### src/rtl/alu_issue_ctrl.sv
// Issue sequencer for the 16-bit ALU: decodes, reads RF, captures the result, writes back, holds PSR.
// Optional ALU_ILLEGAL_TRAP_EN: illegal decode sets a sticky flag and halts until reset.
module alu_issue_ctrl #(
    parameter int unsigned DW = 16,
    parameter int unsigned AW = 4,
    parameter int unsigned FW = 5
) (
    input  logic          clk,
    input  logic          reset,
    input  logic          instr_valid,
    output logic          instr_ready,
    input  logic [15:0]   instr,
    output logic [AW-1:0] rf_raddr_a,
    output logic [AW-1:0] rf_raddr_b,
    input  logic [DW-1:0] rf_rdata_a,
    input  logic [DW-1:0] rf_rdata_b,
    output logic [DW-1:0] alu_a,
    output logic [DW-1:0] alu_b,
    output logic [7:0]    alu_opcode,
    output logic          alu_cin,
    input  logic [DW-1:0] alu_c,
    input  logic [FW-1:0] alu_flags,
    output logic          rf_we,
    output logic [AW-1:0] rf_waddr,
    output logic [DW-1:0] rf_wdata,
    output logic [FW-1:0] psr_flags,
    output logic          busy,
    output logic          illegal
);
    localparam int unsigned IW      = 16;
    localparam int unsigned OW      = 8;
    localparam int unsigned CIN_BIT = 3;

    typedef enum logic [2:0] {
        S_IDLE,
        S_READ,
        S_EXEC,
        S_WB,
        S_HALT
    } state_t;

    typedef struct packed {
        logic          legal;
        logic          wr;
        logic          upd;
        logic          imm;
        logic [OW-1:0] opc;
    } dec_t;

    // Instruction decode: legality, write-back/PSR effects, operand B source, ALU opcode.
    function automatic dec_t decode(input logic [IW-1:0] w);
        dec_t d;
        d = '0;
        case (w[15:12])
            4'h0: begin
                d.opc = {4'h0, w[7:4]};
                case (w[7:4])
                    4'h0:       d.legal = 1'b1;
                    4'hB, 4'hF: begin d.legal = 1'b1; d.upd = 1'b1; end
                    4'h1, 4'h2, 4'h3, 4'h4, 4'h5, 4'h6, 4'h7, 4'h8, 4'h9, 4'hD: begin
                        d.legal = 1'b1; d.wr = 1'b1; d.upd = 1'b1;
                    end
                    default:    d.legal = 1'b0;
                endcase
            end
            4'h5, 4'h6, 4'h7: begin
                d.opc   = {w[15:12], 4'h0};
                d.legal = 1'b1; d.wr = 1'b1; d.upd = 1'b1; d.imm = 1'b1;
            end
            4'h8: begin
                d.opc = {4'h8, w[7:4]};
                case (w[7:4])
                    4'h0, 4'h4, 4'h8, 4'h9, 4'hA, 4'hB: begin
                        d.legal = 1'b1; d.wr = 1'b1; d.upd = 1'b1;
                    end
                    default: d.legal = 1'b0;
                endcase
            end
            default: d = '0;
        endcase
        return d;
    endfunction

    function automatic logic is_legal(input logic [IW-1:0] w);
        dec_t d;
        d = decode(w);
        return d.legal;
    endfunction

    state_t        state, state_d;
    logic [IW-1:0] instr_q;
    logic [FW-1:0] flg_q;
    dec_t          dec_q;
    logic          instr_legal_c;
    logic          accept_c;

    assign dec_q         = decode(instr_q);
    assign instr_legal_c = is_legal(instr);
    assign accept_c      = (state == S_IDLE) && instr_valid;
    assign rf_raddr_a    = AW'(instr_q[11:8]);
    assign rf_raddr_b    = AW'(instr_q[3:0]);

    // Next state and ALU drive; ALU inputs are only live during EXEC.
    always_comb begin
        state_d    = state;
        alu_a      = '0;
        alu_b      = '0;
        alu_opcode = '0;
        alu_cin    = 1'b0;
        case (state)
            S_IDLE: if (instr_valid) state_d = S_READ;
            S_READ: begin
`ifdef ALU_ILLEGAL_TRAP_EN
                if (!dec_q.legal) state_d = S_HALT;
                else              state_d = S_EXEC;
`else
                state_d = S_EXEC;
`endif
            end
            S_EXEC: begin
                state_d    = S_WB;
                alu_a      = rf_rdata_a;
                alu_b      = dec_q.imm ? DW'(instr_q[7:0]) : rf_rdata_b;
                alu_opcode = dec_q.legal ? dec_q.opc : '0;
                alu_cin    = psr_flags[CIN_BIT];
            end
            S_WB:    state_d = S_IDLE;
            S_HALT:  state_d = S_HALT;
            default: state_d = S_IDLE;
        endcase
    end

    always_ff @(posedge clk or posedge reset) begin
        if (reset) begin
            state       <= S_IDLE;
            instr_q     <= '0;
            flg_q       <= '0;
            instr_ready <= 1'b1;
            busy        <= 1'b0;
            rf_we       <= 1'b0;
            rf_waddr    <= '0;
            rf_wdata    <= '0;
            psr_flags   <= '0;
            illegal     <= 1'b0;
        end else begin
            state       <= state_d;
            instr_ready <= (state_d == S_IDLE);
            busy        <= (state_d != S_IDLE);
            rf_we       <= (state == S_EXEC) && dec_q.wr;
            if (accept_c) instr_q <= instr;
            // rf_wdata doubles as the captured ALU result for WB
            if (state == S_EXEC) begin
                rf_wdata <= alu_c;
                flg_q    <= alu_flags;
                rf_waddr <= AW'(instr_q[11:8]);
            end
            if ((state == S_WB) && dec_q.upd) psr_flags <= flg_q;
`ifdef ALU_ILLEGAL_TRAP_EN
            if (accept_c && !instr_legal_c) illegal <= 1'b1;
`else
            illegal <= accept_c && !instr_legal_c;
`endif
        end
    end
endmodule

### config.mk
export PLATFORM = sky130hd
export DESIGN_NAME = alu_issue_ctrl
export DESIGN_NICKNAME = d
export VERILOG_FILES = /design/src/rtl/alu_issue_ctrl.sv
export SDC_FILE = /design/constraint.sdc
export NUM_CORES = 1
export LEC_CHECK = 0
export ABC_AREA = 0
export CAP_MARGIN = 20
export CORE_ASPECT_RATIO = 0.9
export CORE_MARGIN = 3
export CORE_UTILIZATION = 30
export CTS_CLUSTER_DIAMETER = 120
export DETAILED_ROUTE_END_ITERATION = 10
export PLACE_DENSITY = 0.65
export SETUP_SLACK_MARGIN = 0.5
export SYNTH_ARGS = -nofsm -noshare
export SYNTH_HDL_FRONTEND = slang
export SYNTH_SLANG_ARGS = --single-unit
export TNS_END_PERCENT = 30
### constraint.sdc
create_clock -name clk -period 2.2 [get_ports clk]
set_clock_uncertainty 0.1 [all_clocks]
set_input_delay 0.22 -clock clk [delete_from_list [all_inputs] [get_ports clk]]
set_output_delay 0.22 -clock clk [all_outputs]
set_load 0.01 [all_outputs]
# Word level (Yosys, flattened, before mapping)
# Index checks and enable logic that the tools add are counted.
[word_totals]
elab_cells = 92
out_inout_bits = 78
reg_bits = 53
[op_classes]
reduce_logical = 22
eq_ne = 38
muxes = 22
[op_table]
columns = ["operator", "n"]
rows = [
  ["$eq A4 B3 Y1 const B", 14],
  ["$eq A4 B4 Y1 const B", 14],
  ["$mux W16", 3],
  ["$reduce_or A13 Y1", 2],
  ["$pmux W8 S3", 1],
  ["$reduce_or A12 Y1", 2],
  ["$reduce_or A10 Y1", 2],
  ["$pmux W3 S3", 2],
  ["$eq A4 B2 Y1 const B", 4],
  ["$logic_not A4 Y1", 4],
  ["$mux W8", 2],
  ["$pmux W3 S4", 1],
  ["$reduce_or A6 Y1", 2],
  ["$mux W1", 10],
  ["$eq A4 B1 Y1 const B", 2],
  ["$eq A3 B2 Y1 const B", 2],
  ["$logic_not A3 Y1", 2],
  ["$reduce_or A3 Y1", 2],
  ["$logic_and A1 B1 Y1", 4],
  ["$mux W2", 2],
  ["$eq A3 B1 Y1 const B", 1],
  ["$eq A3 B3 Y1 const B", 1],
  ["$mux W3", 1],
  ["$reduce_bool A3 Y1", 1],
  ["$logic_not A1 Y1", 1],
]

# Longest topological paths before layout
[logic_depth]
word_depth = 6
mapped_depth = 7
depth_no_buf = 4

# Worst setup path before layout
# Ideal clock, no wire load.
[synth_timing]
path_type = "flip-flop to output port"
startpoint = "register instr_q[15]"
endpoint = "output alu_b[0]"
path_slack_ns = 0.449
required_ns = 1.880
path_buffers = 2
arrival_time_ns = 1.431
stages_incl_launch_ff = 7
path_cell_list = "dfrtp_1 -> buf_2 -> nand2b_1 -> nor2_1 -> clkbuf_1 -> nand2_1 -> a21oi_1"
[synth_between]
elab_chain_cells = 5
word_cells_on_any_way = 7
cone_classes = "eq/ne (3); mux (3); reduce/logical (1)"
[synth_rtl]
columns = ["element", "line", "source"]
rows = [
  ["start, declared", "91", "logic [IW-1:0] instr_q;"],
  ["start signal, assigned", "150", "if (accept_c) instr_q <= instr;"],
  ["$eq A4 B3 Y1", "54", "case (w[15:12])"],
  ["$reduce_or A3 Y1 *", "54", ""],
  ["$mux W1 *", "54", ""],
  ["$mux W16 *", "123", "alu_b = dec_q.imm ? DW'(instr_q[7:0]) : rf_rdata_b;"],
  ["$mux W16 *", "110", "case (state)"],
  ["end, declared", "18", "output logic [DW-1:0] alu_b,"],
]
# Every way passes the cells marked *; elsewhere a longest branch is shown, timed or not.

# Worst setup path in the final report
[layout_timing]
startpoint = "register state[0]"
endpoint = "output alu_a[3]"
[layout_between]
elab_chain_cells = 2
[layout_rtl]
columns = ["element", "line", "source"]
rows = [
  ["start, declared", "90", "state_t state, state_d;"],
  ["start signal, assigned", "146", "state <= state_d;"],
  ["$eq A3 B2 Y1", "110", ""],
  ["$mux W16", "110", ""],
  ["end, declared", "17", "output logic [DW-1:0] alu_a,"],
]
# No other way between the ends.

==> metrics <==
status completed; register area share after synthesis 0.4981; Clk Latency, worst-skew pair slightly below 300 ps; M1 GR Usage 0.1986; count of different cell masters after synthesis 39; Ports 150; Final Critical Period 2065 ps; Reg area 1328 um2; Most used DFF post-synth dfrtp_1; fmax 484.2 MHz; power per standard cell area 1337 nW/um2; CTS tree yes; # DRC 0; buffers and inverters on the worst path 2; WL per Instance 14.29 um; fin crit share 0.9388; Via density 4.436; YS warnings 0; GRT met2 Usage 0.2468; Critical Path Source Type flip-flop; area added between synthesis and finish 73.10%; Sink Count 53; initial detailed-routing violation count 91; share of layout cells above drive strength 1 0.2772; layer with the highest usage met2; first-pass GRT wire length 12.21 mm; die span in y 95.42 um; post-route ant nets 0; Longest Clk Path Bufs 2; area of the multi-input gates 1262 um2; critical path launch point state[0]; pre-CTS setup slack approximately 6.2 ps; Core Region 8339 um2; Worst R2R Setup Slack 360 ps; Critical Path, Cell by Cell nor2_4 -> buf_8 -> and3_1 -> clkdlybuf4s50_1; WP data required ~1900 ps; crit-path leading delay family buffers and inverters; Initial Util 0.3196; via count 2511; Critical R2R Capture psr_flags[0]; total leakage power 2.268 nW; M3 GR Usage 0.03995; setup ws final 134.7 ps; Final setup viols 0; most common cell after layout, fill and taps aside clkdlybuf4s50_1; Placement Cell Area ~4300 um2; critical path fanouts, max 5; CP peak stage delay between 500 and 600 ps; Row Count 31; Final Net Count 522; largest net degree at the start of global routing 29; vias in the first global route around 2400; Post-DP HPWL 5.871 mm; Worst path depth 4; drt pass-1 iters 4; crit path kind reg2out; FF+latch count, synth 53; Num CTS Buffers 5; area of the mapped netlist 2665 um2; final core occ 0.5532; diodes inserted 0; Die Wd approximately 110 um; Final TNS setup 0 ps; Syn Area/Cell 9.417 um2; clk root buf clkbuf_8; Worst setup EP type output port; GR Overflow Total 0; EDFF count, synth 0; CP endpoint alu_a[3]; asr flop ratio synth 1.000; RSZ-0062 raised after global routing yes; die area 10050 um2; Power, Total 6.169 mW; clock transition at the registers of the reported paths 90 ps; commonest cells after routing, fill and taps aside 109 x clkdlybuf4s50_1, 95 x nand2_1, 52 x dfrtp_1; Buffers on Ports approximately 150; Worst VDD drop ~630 uV; Worst path slowest cell clkdlybuf4s50_1; initial antenna violation count 0; CTS Hold Buffers Added 0; R2R depth 5; filler cell count 748; Worst-Margin Slew 333.7 ps; Routed WL around 8 mm; syn_nets 355; Worst Path Arrival 1750 ps; Final Instance Area 4613 um2; Mapped Cells 283; Worst Hold Class in2async; routability cong. 0.7329; Rel. slew slack 0.7772; GRT Overall Usage 0.1500; worst r2r src instr_q[14]; H-tree depth 2; number of max-cap violations 0; final slew viol count 0; Hold Violations, Final 0
==> repair_timing <==
item | CTS | global route
setup endpoints to repair | 61 | 63
resized for setup | 106 | 34
cloned | 2 | 2
pin swaps | 15 | 3
setup buffers | 7 | 5
==> layout make-up <==
type                    instances  area share
repair buffers                187      0.3773
flip-flops and latches         53      0.2878
multi-input cells             198      0.2737
well taps                     115     0.03119
clock buffers                   6     0.01790
clock inverters                 2    0.008137
inverters                       5    0.004068
==> how the worst min path moves through the flow <==
stage                     depth (start not counted)  slack, ps         start           end
after global routing                              2        100         reset   rf_wdata[5]
after detailed placement                          2        360  rf_wdata[14]  rf_wdata[14]
after CTS                                         2         90         reset   rf_wdata[5]
final                                             2         90         reset   rf_wdata[5]
after floorplan                                   2        230  alu_flags[0]      flg_q[0]
after global placement                            2        360  rf_wdata[15]  rf_wdata[15]
==> cells in the mapped netlist (2+ instances only) <==
cell type  count  share of area
buf_2          6          0.011
clkbuf_1      10          0.014
nor3_1         2         0.0038
a21oi_1       13          0.024
mux2_4         5          0.028
or3_1          2         0.0047
mux2_2        15          0.063
dfrtp_1       52           0.49
nor2_1         8          0.011
buf_4         10          0.028
o21a_1         2         0.0056
nand2_1       97           0.14
inv_1          5         0.0070
and2_1         4         0.0094
and3_1        27          0.063
o21ai_0        2         0.0038
==> metal layers <==
metal / wire [um] / up-vias
li1: - / 1263
met2: 3932 / 85
met4: 72 / 0
met1: 3605 / 1157
met3: 476 / 6
met5: 0 / -
==> flip-flops by register name (all words and copies together), names as in the netlist <==
name	cells
instr_q	16
state	3
rf_wdata	16
psr_flags	5
instr_ready	1
busy	1
rf_we	1
rf_waddr	4
illegal	1
flg_q	5
==> cells by family after synthesis <==
logic type	count (synthesis)	share of synthesized area
flops	53	0.4981
mux	20	0.09155
xor+xnor	1	0.003287
buf+inv	32	0.06479
simple gates	149	0.2606
compound gates	28	0.08169
==> power by group <==
group          switching, mW  total (mW)  internal [mW]
Combinational           1.70        3.75           2.04
Sequential             0.299        1.75           1.45
Clock                  0.304       0.674          0.370
==> stage by stage <==
stage,hold WS (ps),instances
after floorplan,225.4,283
after global placement,357.9,542
after global routing,103.1,566
after detailed placement,361.8,542
final,90.14,566
after CTS,88.43,559
(Power assumes the default switching activity.)
